### config.mk
export PLATFORM = sky130hd
export DESIGN_NAME = psram_arb_flat
export DESIGN_NICKNAME = d
export VERILOG_FILES = /design/src/rtl/psram_arb_if.sv /design/src/rtl/psram_arb.sv /design/src/flat_wrapper.sv
export SDC_FILE = /design/constraint.sdc
export NUM_CORES = 1
export LEC_CHECK = 0
export ABC_AREA = 1
export BUFFER_PORTS_ARGS = -buffer_cell sky130_fd_sc_hd__clkbuf_2
export CORE_MARGIN = 1
export CORE_UTILIZATION = 48
export CTS_CLUSTER_SIZE = 40
export DETAILED_ROUTE_END_ITERATION = 12
export PLACE_DENSITY_LB_ADDON = 0.05
export SETUP_SLACK_MARGIN = 0.02
export SYNTH_ARGS = -nofsm -noshare
export SYNTH_HDL_FRONTEND = slang
export SYNTH_SLANG_ARGS = --single-unit
### constraint.sdc
create_clock -name clk -period 1.85 [get_ports clk]
set_input_delay 0.37 -clock clk [delete_from_list [all_inputs] [get_ports clk]]
set_output_delay 0.37 -clock clk [all_outputs]
set_load 0.005 [all_outputs]
### src/rtl/psram_arb_if.sv
// rtl/psram_arb_if.sv - requester ports and PSRAM bus of the PSRAM arbiter
// Signals:
//   a_req/a_addr/a_din/a_we_lo/a_we_hi -> a_dout/a_ack : port A (MD mapper, priority)
//   b_req/b_addr/b_din/b_we_lo/b_we_hi -> b_dout/b_ack : port B (MCU/SPI DMA, bounded wait)
//   ram0_dato -> ram0_dati/ram0_addr/ram0_ce/ram0_oe/ram0_we_lo/ram0_we_hi : PSRAM pins
// Modports: slave = arbiter view, master = requesters plus PSRAM view.
interface psram_arb_if;
  logic        a_req;
  logic [22:0] a_addr;
  logic [15:0] a_din;
  logic        a_we_lo;
  logic        a_we_hi;
  logic [15:0] a_dout;
  logic        a_ack;

  logic        b_req;
  logic [22:0] b_addr;
  logic [15:0] b_din;
  logic        b_we_lo;
  logic        b_we_hi;
  logic [15:0] b_dout;
  logic        b_ack;

  logic [15:0] ram0_dato;
  logic [15:0] ram0_dati;
  logic [22:0] ram0_addr;
  logic        ram0_ce;
  logic        ram0_oe;
  logic        ram0_we_lo;
  logic        ram0_we_hi;

  modport slave (
    input  a_req, a_addr, a_din, a_we_lo, a_we_hi,
    output a_dout, a_ack,
    input  b_req, b_addr, b_din, b_we_lo, b_we_hi,
    output b_dout, b_ack,
    input  ram0_dato,
    output ram0_dati, ram0_addr, ram0_ce, ram0_oe, ram0_we_lo, ram0_we_hi
  );

  modport master (
    output a_req, a_addr, a_din, a_we_lo, a_we_hi,
    input  a_dout, a_ack,
    output b_req, b_addr, b_din, b_we_lo, b_we_hi,
    input  b_dout, b_ack,
    output ram0_dato,
    input  ram0_dati, ram0_addr, ram0_ce, ram0_oe, ram0_we_lo, ram0_we_hi
  );
endinterface

### src/rtl/psram_arb.sv
// rtl/psram_arb.sv - two-port PSRAM arbiter and fixed-length access sequencer
// Ports:
//   clk  : system clock
//   rst  : asynchronous active-low reset
//   bus  : psram_arb_if.slave - requester ports A/B and the ram0_* PSRAM bus
// Parameters:
//   ACC_CYC    : cycles CE is held low per access (3..15)
//   B_MAX_SKIP : A grants tolerated while B waits before B is forced (1..15)
module psram_arb #(
  parameter int unsigned ACC_CYC    = 4,
  parameter int unsigned B_MAX_SKIP = 2
) (
  input  logic       clk,
  input  logic       rst,
  psram_arb_if.slave bus
);

  typedef enum logic [1:0] {IDLE, ACC, GAP} state_t;

  localparam logic [3:0] CNT_LOAD = 4'(ACC_CYC - 1);
  localparam logic [3:0] SKIP_MAX = 4'(B_MAX_SKIP);

  state_t      state_q, state_d;
  logic [3:0]  cnt_q, cnt_d;
  logic [3:0]  skip_q, skip_d;
  logic        sel_b_q, sel_b_d;
  logic [1:0]  mask_q, mask_d;
  logic        ce_q, ce_d;
  logic        oe_q, oe_d;
  logic        we_lo_q, we_lo_d;
  logic        we_hi_q, we_hi_d;
  logic [22:0] addr_q, addr_d;
  logic [15:0] dati_q, dati_d;
  logic        a_ack_q, a_ack_d;
  logic        b_ack_q, b_ack_d;
  logic [15:0] a_dout_q, a_dout_d;
  logic [15:0] b_dout_q, b_dout_d;
  logic        grant_a, grant_b;

  always_comb begin
    state_d  = state_q;
    cnt_d    = cnt_q;
    skip_d   = skip_q;
    sel_b_d  = sel_b_q;
    mask_d   = mask_q;
    ce_d     = ce_q;
    oe_d     = oe_q;
    we_lo_d  = 1'b0;
    we_hi_d  = 1'b0;
    addr_d   = addr_q;
    dati_d   = dati_q;
    a_ack_d  = 1'b0;
    b_ack_d  = 1'b0;
    a_dout_d = a_dout_q;
    b_dout_d = b_dout_q;
    grant_a  = 1'b0;
    grant_b  = 1'b0;

    unique case (state_q)
      IDLE: begin
        // B is forced once A has won B_MAX_SKIP times in a row against it.
        if (bus.b_req && (skip_q == SKIP_MAX)) begin
          grant_b = 1'b1;
        end else if (bus.a_req) begin
          grant_a = 1'b1;
        end else if (bus.b_req) begin
          grant_b = 1'b1;
        end

        if (grant_a) begin
          sel_b_d = 1'b0;
          addr_d  = bus.a_addr;
          dati_d  = bus.a_din;
          mask_d  = {bus.a_we_hi, bus.a_we_lo};
          if (!bus.b_req) begin
            skip_d = 4'd0;
          end else if (skip_q != SKIP_MAX) begin
            skip_d = skip_q + 4'd1;
          end
        end else if (grant_b) begin
          sel_b_d = 1'b1;
          addr_d  = bus.b_addr;
          dati_d  = bus.b_din;
          mask_d  = {bus.b_we_hi, bus.b_we_lo};
          skip_d  = 4'd0;
        end

        if (grant_a || grant_b) begin
          ce_d    = 1'b1;
          oe_d    = (mask_d == 2'b00);
          cnt_d   = CNT_LOAD;
          state_d = ACC;
        end
      end

      ACC: begin
        if (cnt_q == 4'd0) begin
          state_d = GAP;
          ce_d    = 1'b0;
          oe_d    = 1'b0;
          if (sel_b_q) begin
            b_ack_d = 1'b1;
            if (mask_q == 2'b00) b_dout_d = bus.ram0_dato;
          end else begin
            a_ack_d = 1'b1;
            if (mask_q == 2'b00) a_dout_d = bus.ram0_dato;
          end
        end else begin
          cnt_d = cnt_q - 4'd1;
          // Strobes are registered one cycle ahead: cnt_q >= 2 means the next
          // cycle is neither the address-setup cycle nor the data-hold cycle.
          we_lo_d = mask_q[0] && (cnt_q >= 4'd2);
          we_hi_d = mask_q[1] && (cnt_q >= 4'd2);
        end
      end

      GAP: begin
        state_d = IDLE;
      end

      default: begin
        state_d = IDLE;
      end
    endcase
  end

  always_ff @(posedge clk or negedge rst) begin
    if (!rst) begin
      state_q  <= IDLE;
      cnt_q    <= 4'd0;
      skip_q   <= 4'd0;
      sel_b_q  <= 1'b0;
      mask_q   <= 2'b00;
      ce_q     <= 1'b0;
      oe_q     <= 1'b0;
      we_lo_q  <= 1'b0;
      we_hi_q  <= 1'b0;
      addr_q   <= 23'd0;
      dati_q   <= 16'd0;
      a_ack_q  <= 1'b0;
      b_ack_q  <= 1'b0;
      a_dout_q <= 16'd0;
      b_dout_q <= 16'd0;
    end else begin
      state_q  <= state_d;
      cnt_q    <= cnt_d;
      skip_q   <= skip_d;
      sel_b_q  <= sel_b_d;
      mask_q   <= mask_d;
      ce_q     <= ce_d;
      oe_q     <= oe_d;
      we_lo_q  <= we_lo_d;
      we_hi_q  <= we_hi_d;
      addr_q   <= addr_d;
      dati_q   <= dati_d;
      a_ack_q  <= a_ack_d;
      b_ack_q  <= b_ack_d;
      a_dout_q <= a_dout_d;
      b_dout_q <= b_dout_d;
    end
  end

  assign bus.ram0_ce    = ce_q;
  assign bus.ram0_oe    = oe_q;
  assign bus.ram0_we_lo = we_lo_q;
  assign bus.ram0_we_hi = we_hi_q;
  assign bus.ram0_addr  = addr_q;
  assign bus.ram0_dati  = dati_q;
  assign bus.a_ack      = a_ack_q;
  assign bus.b_ack      = b_ack_q;
  assign bus.a_dout     = a_dout_q;
  assign bus.b_dout     = b_dout_q;

endmodule

### src/flat_wrapper.sv
// flat-port wrapper written by rule: the top's interface ports become plain ports
module psram_arb_flat 
#(
  parameter int unsigned ACC_CYC    = 4,
  parameter int unsigned B_MAX_SKIP = 2
)
  (clk, rst, bus_a_req, bus_a_addr, bus_a_din, bus_a_we_lo, bus_a_we_hi, bus_a_dout, bus_a_ack, bus_b_req, bus_b_addr, bus_b_din, bus_b_we_lo, bus_b_we_hi, bus_b_dout, bus_b_ack, bus_ram0_dato, bus_ram0_dati, bus_ram0_addr, bus_ram0_ce, bus_ram0_oe, bus_ram0_we_lo, bus_ram0_we_hi);
  psram_arb_if bus_i ();
  input  logic clk;
  input  logic rst;
  input wire logic [$bits(bus_i.a_req)-1:0] bus_a_req;
  input wire logic [$bits(bus_i.a_addr)-1:0] bus_a_addr;
  input wire logic [$bits(bus_i.a_din)-1:0] bus_a_din;
  input wire logic [$bits(bus_i.a_we_lo)-1:0] bus_a_we_lo;
  input wire logic [$bits(bus_i.a_we_hi)-1:0] bus_a_we_hi;
  output wire logic [$bits(bus_i.a_dout)-1:0] bus_a_dout;
  output wire logic [$bits(bus_i.a_ack)-1:0] bus_a_ack;
  input wire logic [$bits(bus_i.b_req)-1:0] bus_b_req;
  input wire logic [$bits(bus_i.b_addr)-1:0] bus_b_addr;
  input wire logic [$bits(bus_i.b_din)-1:0] bus_b_din;
  input wire logic [$bits(bus_i.b_we_lo)-1:0] bus_b_we_lo;
  input wire logic [$bits(bus_i.b_we_hi)-1:0] bus_b_we_hi;
  output wire logic [$bits(bus_i.b_dout)-1:0] bus_b_dout;
  output wire logic [$bits(bus_i.b_ack)-1:0] bus_b_ack;
  input wire logic [$bits(bus_i.ram0_dato)-1:0] bus_ram0_dato;
  output wire logic [$bits(bus_i.ram0_dati)-1:0] bus_ram0_dati;
  output wire logic [$bits(bus_i.ram0_addr)-1:0] bus_ram0_addr;
  output wire logic [$bits(bus_i.ram0_ce)-1:0] bus_ram0_ce;
  output wire logic [$bits(bus_i.ram0_oe)-1:0] bus_ram0_oe;
  output wire logic [$bits(bus_i.ram0_we_lo)-1:0] bus_ram0_we_lo;
  output wire logic [$bits(bus_i.ram0_we_hi)-1:0] bus_ram0_we_hi;
  assign bus_i.a_req = bus_a_req;
  assign bus_i.a_addr = bus_a_addr;
  assign bus_i.a_din = bus_a_din;
  assign bus_i.a_we_lo = bus_a_we_lo;
  assign bus_i.a_we_hi = bus_a_we_hi;
  assign bus_a_dout = bus_i.a_dout;
  assign bus_a_ack = bus_i.a_ack;
  assign bus_i.b_req = bus_b_req;
  assign bus_i.b_addr = bus_b_addr;
  assign bus_i.b_din = bus_b_din;
  assign bus_i.b_we_lo = bus_b_we_lo;
  assign bus_i.b_we_hi = bus_b_we_hi;
  assign bus_b_dout = bus_i.b_dout;
  assign bus_b_ack = bus_i.b_ack;
  assign bus_i.ram0_dato = bus_ram0_dato;
  assign bus_ram0_dati = bus_i.ram0_dati;
  assign bus_ram0_addr = bus_i.ram0_addr;
  assign bus_ram0_ce = bus_i.ram0_ce;
  assign bus_ram0_oe = bus_i.ram0_oe;
  assign bus_ram0_we_lo = bus_i.ram0_we_lo;
  assign bus_ram0_we_hi = bus_i.ram0_we_hi;
  psram_arb #(.ACC_CYC(ACC_CYC), .B_MAX_SKIP(B_MAX_SKIP)) u_core (.clk(clk), .rst(rst), .bus(bus_i));
endmodule
-- Word-level counts from Yosys, hierarchy flattened
Cells that the tools add are included.
- bits in registers: 90
- output and inout bits: 77
- logic and storage cells: 84
- add/sub/neg operators: 2
- $lt $le $gt $ge: 1
- eq/ne operators: 7
- muxes and demuxes: 41
- bitwise logic cells: 1
- reduce and logical (&&, ||, !) cells: 17
- operators with widths (cell ; count):
    23-bit two-way mux ; 2
    16-bit two-way mux ; 2
    4-bit two-way mux ; 6
    1-bit two-way mux ; 22
    2-bit two-way mux ; 5
    3-bit AND reduction ; 3
    4-bit one-hot mux with 2 select lines ; 1
    4-bit AND reduction ; 2
    2-bit logical NOT ; 3
    4-bit by 1-bit adder with 4-bit output (second input constant) ; 1
    4-bit by 2-bit == test with 1-bit output (second input constant) ; 1
    4-bit by 2-bit greater-or-equal comparator with 1-bit output (second input constant) ; 1
    4-bit logical NOT ; 1
    2-bit by 1-bit != test with 1-bit output (second input constant) ; 2
    4-bit by 2-bit != test with 1-bit output (second input constant) ; 1
    1-bit one-hot mux with 2 select lines ; 2
    2-bit one-hot mux with 2 select lines ; 1
    2-bit AND reduction ; 2
    2-bit nonzero test ; 2
    4-bit by 1-bit subtractor with 4-bit output (second input constant) ; 1
    1-bit logical AND ; 3
    3-bit != test (second input constant) ; 1
    2-bit by 1-bit == test with 1-bit output (second input constant) ; 1
    2-bit != test (second input constant) ; 1
    2 further kinds ; 2

-- Depth between registers and ports, before layout
- word-level depth: 10
- gate-level depth with buffers: 11

-- Worst setup path before layout
Ideal clock, no wire load.
- kind: flip-flop to flip-flop
- start: register u_core.cnt_q[0]
- end: register u_core.a_dout_q[10] (netlist: u_core.bus.a_dout[10])
- setup time: 0.118 ns
- arrival time: 1.350 ns
- required time: 1.732 ns
- setup slack: 0.382 ns
- stages on the path, launching flop included: 11
- path buffers: 1
- clock period less this slack: 1.468 ns
- cells stage by stage: dfrtp_1 inv_1 ha_1 nand3_1 nor2_4 inv_2 nor2_4 nand2_4 buf_6 nand2_2 o21ai_2
- longest elaborated chain between the ends: 2
- RTL lines (what ; RTL line ; text):
    start, declared ; psram_arb.sv:24 ; logic [3:0] cnt_q, cnt_d;
    start signal, assigned ; psram_arb.sv:146 ; cnt_q <= cnt_d;
    4-bit logical NOT ; psram_arb.sv:97 ; if (cnt_q == 4'd0) begin
    4-bit AND reduction (no source line) ; -- ;
    end signal, assigned ; psram_arb.sv:158 ; a_dout_q <= a_dout_d;
    end, declared ; psram_arb.sv:36 ; logic [15:0] a_dout_q, a_dout_d;
Every way passes these cells.
A chain may end at the register's enable or synchronous reset.

-- Final worst setup path
- start: register u_core.cnt_q[0]
- end: register u_core.b_dout_q[10] (netlist: u_core.bus.b_dout[10])
- longest elaborated chain between the ends: 2
- RTL lines (what ; RTL line ; text):
    4-bit logical NOT ; psram_arb.sv:97 ;
    4-bit AND reduction (no source line) ; -- ;
    end signal, assigned ; psram_arb.sv:159 ; b_dout_q <= b_dout_d;
    end, declared ; psram_arb.sv:37 ; logic [15:0] b_dout_q, b_dout_d;
Every way passes these cells.

==> metrics.cfg <==
[yosys]
ys_warn_count=0
yosys_register_bits=90
synth_edf_count=0
ys_seq_area_share_pct=54.7
yosysUniqueCellTypes=20
synthesis.area_um2=4120
synth_nets=547
syn_avg_cell_area_um2=9.36
syn_inst=440
synth-main-ff-cell=dfrtp_1
synthArstFlopShare_pct=100

[floorplanning]
die_h_um=94.7
num_rows=33
io_pins=179
die_x_um=94.7
core_area_um2=8260
initial_core_util_pct=49.9
die_area_um2=8960

[route]
drtAntennaViolNets=0
via_per_inst=4.94
drcViolationCount=0
wl_um=10100
dr.pass1.iters=4
drtIter0Drc=137
vias=3590
wire_per_inst_um=13.9

[clocking]
cts_tree=done
htreeDepth=3
cts_sinks=90
insertion_delay_ns=0.35
cts_root_buf=clkbuf_8
cts_buffers=9
cts.clk_slew.worst_paths_ns=0.09
cts_buffer_depth=2

[layout]
layout_commonest_cell=clkbuf_2
antenna_cells=0
fin_nets=724
drive_above_1_share_pct=45.0
syn_to_final_growth_pct=29.2
mostFrequentLayoutCells=177 x clkbuf_2, 90 x dfrtp_1, 82 x a21oi_1, 70 x nand2_1, 50 x nor2_1

[sta]
rsz0062_at_grt=false
fin_skew_ns=0.00860
hold_viol_final=0
fin_tns_setup_ns=0
setup_viol=0
tightest_slew_ns=0.418
fin_crit_ns=1.66
drv_slew=0
timing.final.crit_share_pct=89.5
max_freq_mhz=604
relSlewSlack_pct=72.1

[power]
power.density_nw_per_um2=1490
power.total_mw=7.95
internal_power_mw=4.87
p_leak_nw=2.79
p_clk_share_pct=15.5
power_frac_seq_pct=43.4
vdd_ir_drop_max_mv=0.590
switching_share_pct=38.8
p_sw_mw=3.08
p_comb_share_pct=41.1

[worst_setup_path]
cp-start-kind=flip-flop
reg2reg_from=u_core.cnt_q[0]$_DFFE_PN0P_
crit_required_ns=2.08
worstSetupPathType=flip-flop to flip-flop
reg2reg_depth=10
r2r-end=u_core.bus.b_dout[10]$_DFFE_PN0P_
r2r_slack_ns=0.19
critPathArrivalTime_ns=1.89
cp_max_fo=32
worstSetupEndpointType=flip-flop

[placed_design]
port_buffers=178
place_congestion=0.786
dpl.hpwl_um=7300

[job]
cap_violations=0

[hold_path]
whs_endpoint=u_core.bus.ram0_addr[16]$_DFFE_PN0P_
min_from=bus_a_addr[16]
min_path_type=input pin to flip-flop
worstHoldPathCells=3

[global_routing]
grt_max_degree=40
grt_pass1_vias=3520
grt_pass1_wl_um=16400
antenna_found_initial=0
grt_overflow=0
grt_use_total_pct=23.8

[status]
status=completed

[per-stage QoR]
stage	cells	util (%)	cell area [µm²]	setup slack (ns)	hold WS, ns
2_1_floorplan	440	-	4120	0.382	0.0744
3_3_place_gp	710	62.2	5130	0.217	0.315
3_5_place_dp	710	62.2	5130	0.174	0.315
4_1_cts	727	64.5	5320	0.164	0.215
5_1_grt	727	64.5	5320	0.0337	0.210
6_report	727	64.5	5320	0.194	0.237
[power by group through the flow]
stage | registers [mW] | logic [mW] | clock network, mW
3_5_place_dp | 3.48 | 3.32 | 0
5_1_grt | 3.56 | 3.78 | 1.37
3_3_place_gp | 3.46 | 3.21 | 0
4_1_cts | 3.46 | 3.33 | 1.27
2_1_floorplan | 3.47 | 1.91 | 0
6_report | 3.45 | 3.27 | 1.23
[synthesized netlist by cell type, types with 6 or more instances]
master	count	share of area [%]
dfrtp_1	90	55
a21oi_1	82	10
nand2_1	70	6.4
nor2_1	50	4.6
o21ai_2	33	7.0
nand2_2	29	4.4
inv_1	24	2.2
buf_2	9	1.1
nand3_1	9	1.1
buf_6	7	1.9
inv_2	7	0.64
o21ai_1	6	0.73
[worst max path at each step]
stage / end / cells past startpoint / startpoint / slack [ns]
final: u_core.bus.b_dout[10]$_DFFE_PN0P_ / 10 / u_core.cnt_q[0]$_DFFE_PN0P_ / 0.19
after global routing: u_core.bus.b_dout[15]$_DFFE_PN0P_ / 10 / u_core.cnt_q[0]$_DFFE_PN0P_ / 0.03
after CTS: u_core.bus.b_dout[15]$_DFFE_PN0P_ / 10 / u_core.cnt_q[0]$_DFFE_PN0P_ / 0.16
after detailed placement: u_core.bus.b_dout[15]$_DFFE_PN0P_ / 10 / u_core.cnt_q[0]$_DFFE_PN0P_ / 0.17
after global placement: u_core.bus.b_dout[15]$_DFFE_PN0P_ / 10 / u_core.cnt_q[0]$_DFFE_PN0P_ / 0.22
after floorplan: u_core.bus.a_dout[10]$_DFFE_PN0P_ / 10 / u_core.cnt_q[0]$_DFFE_PN0P_ / 0.38
[worst max-delay path: stages (launching register included)]
cell and delay (ns):
dfrtp_1 0.37, inv_1 0.15, ha_1 0.17, nand3_1 0.14
nor2_4 0.12, inv_2 0.09, nor2_4 0.12, nand2_4 0.06
buf_12 0.19, nand2_2 0.08, o21ai_2 0.05
[what timing repair did]
item,in CTS,in global routing
endpoints found under the hold margin,24,0
setup buffers,0,0
setup endpoints to repair,0,0
gates resized for setup,0,0
hold buffers,1,0
[layout make-up]
| cell class | instances | area, µm² |
|---|---|---|
| well taps | 105 | 131 |
| repair buffers | 189 | 1050 |
| multi-input cells | 296 | 1590 |
| flip-flops and latches | 90 | 2250 |
| clock inverters | 6 | 42.5 |
| clock buffers | 10 | 138 |
| inverters | 31 | 116 |
| fillers | 718 | 2930 |
[cell families (layout without fill, tap and decap cells)]
family                     count (synthesis)  count (layout)  synth area share (%)
AOI/OAI and AO/OA                        122             122                  17.8
adders and majority gates                  5               5                  1.52
and+or+nand+nor                          167             167                  18.6
xor gates and xnor gates                   2               2                 0.425
DFF                                       90              90                  54.7
buffers and inverters                     54             236                  6.92
[routing by layer]
metal | part of all wire, % | vias up | global-route usage, %
li1 | - | 1776 | -
met1 | 42 | 1684 | 30.5
met2 | 51 | 118 | 38.7
met3 | 6.3 | 12 | 6.36
met4 | 1.5 | 0 | 8.84
met5 | 0 | - | 0
[flip-flops by register name, indices dropped and copies added, names as in the netlist]
| register | cells |
|---|---|
| u_core.bus.ram0_oe | 1 |
| u_core.bus.ram0_dati | 16 |
| u_core.sel_b_q | 1 |
| u_core.bus.a_ack | 1 |
| u_core.cnt_q | 4 |
| u_core.state_q | 2 |
| u_core.mask_q | 2 |
| u_core.skip_q | 4 |
| u_core.bus.b_ack | 1 |
| u_core.bus.ram0_ce | 1 |
| u_core.bus.ram0_we_hi | 1 |
| u_core.bus.ram0_we_lo | 1 |
| u_core.bus.ram0_addr | 23 |
| u_core.bus.a_dout | 16 |
| u_core.bus.b_dout | 16 |
Power figures use the tool's default switching activity.
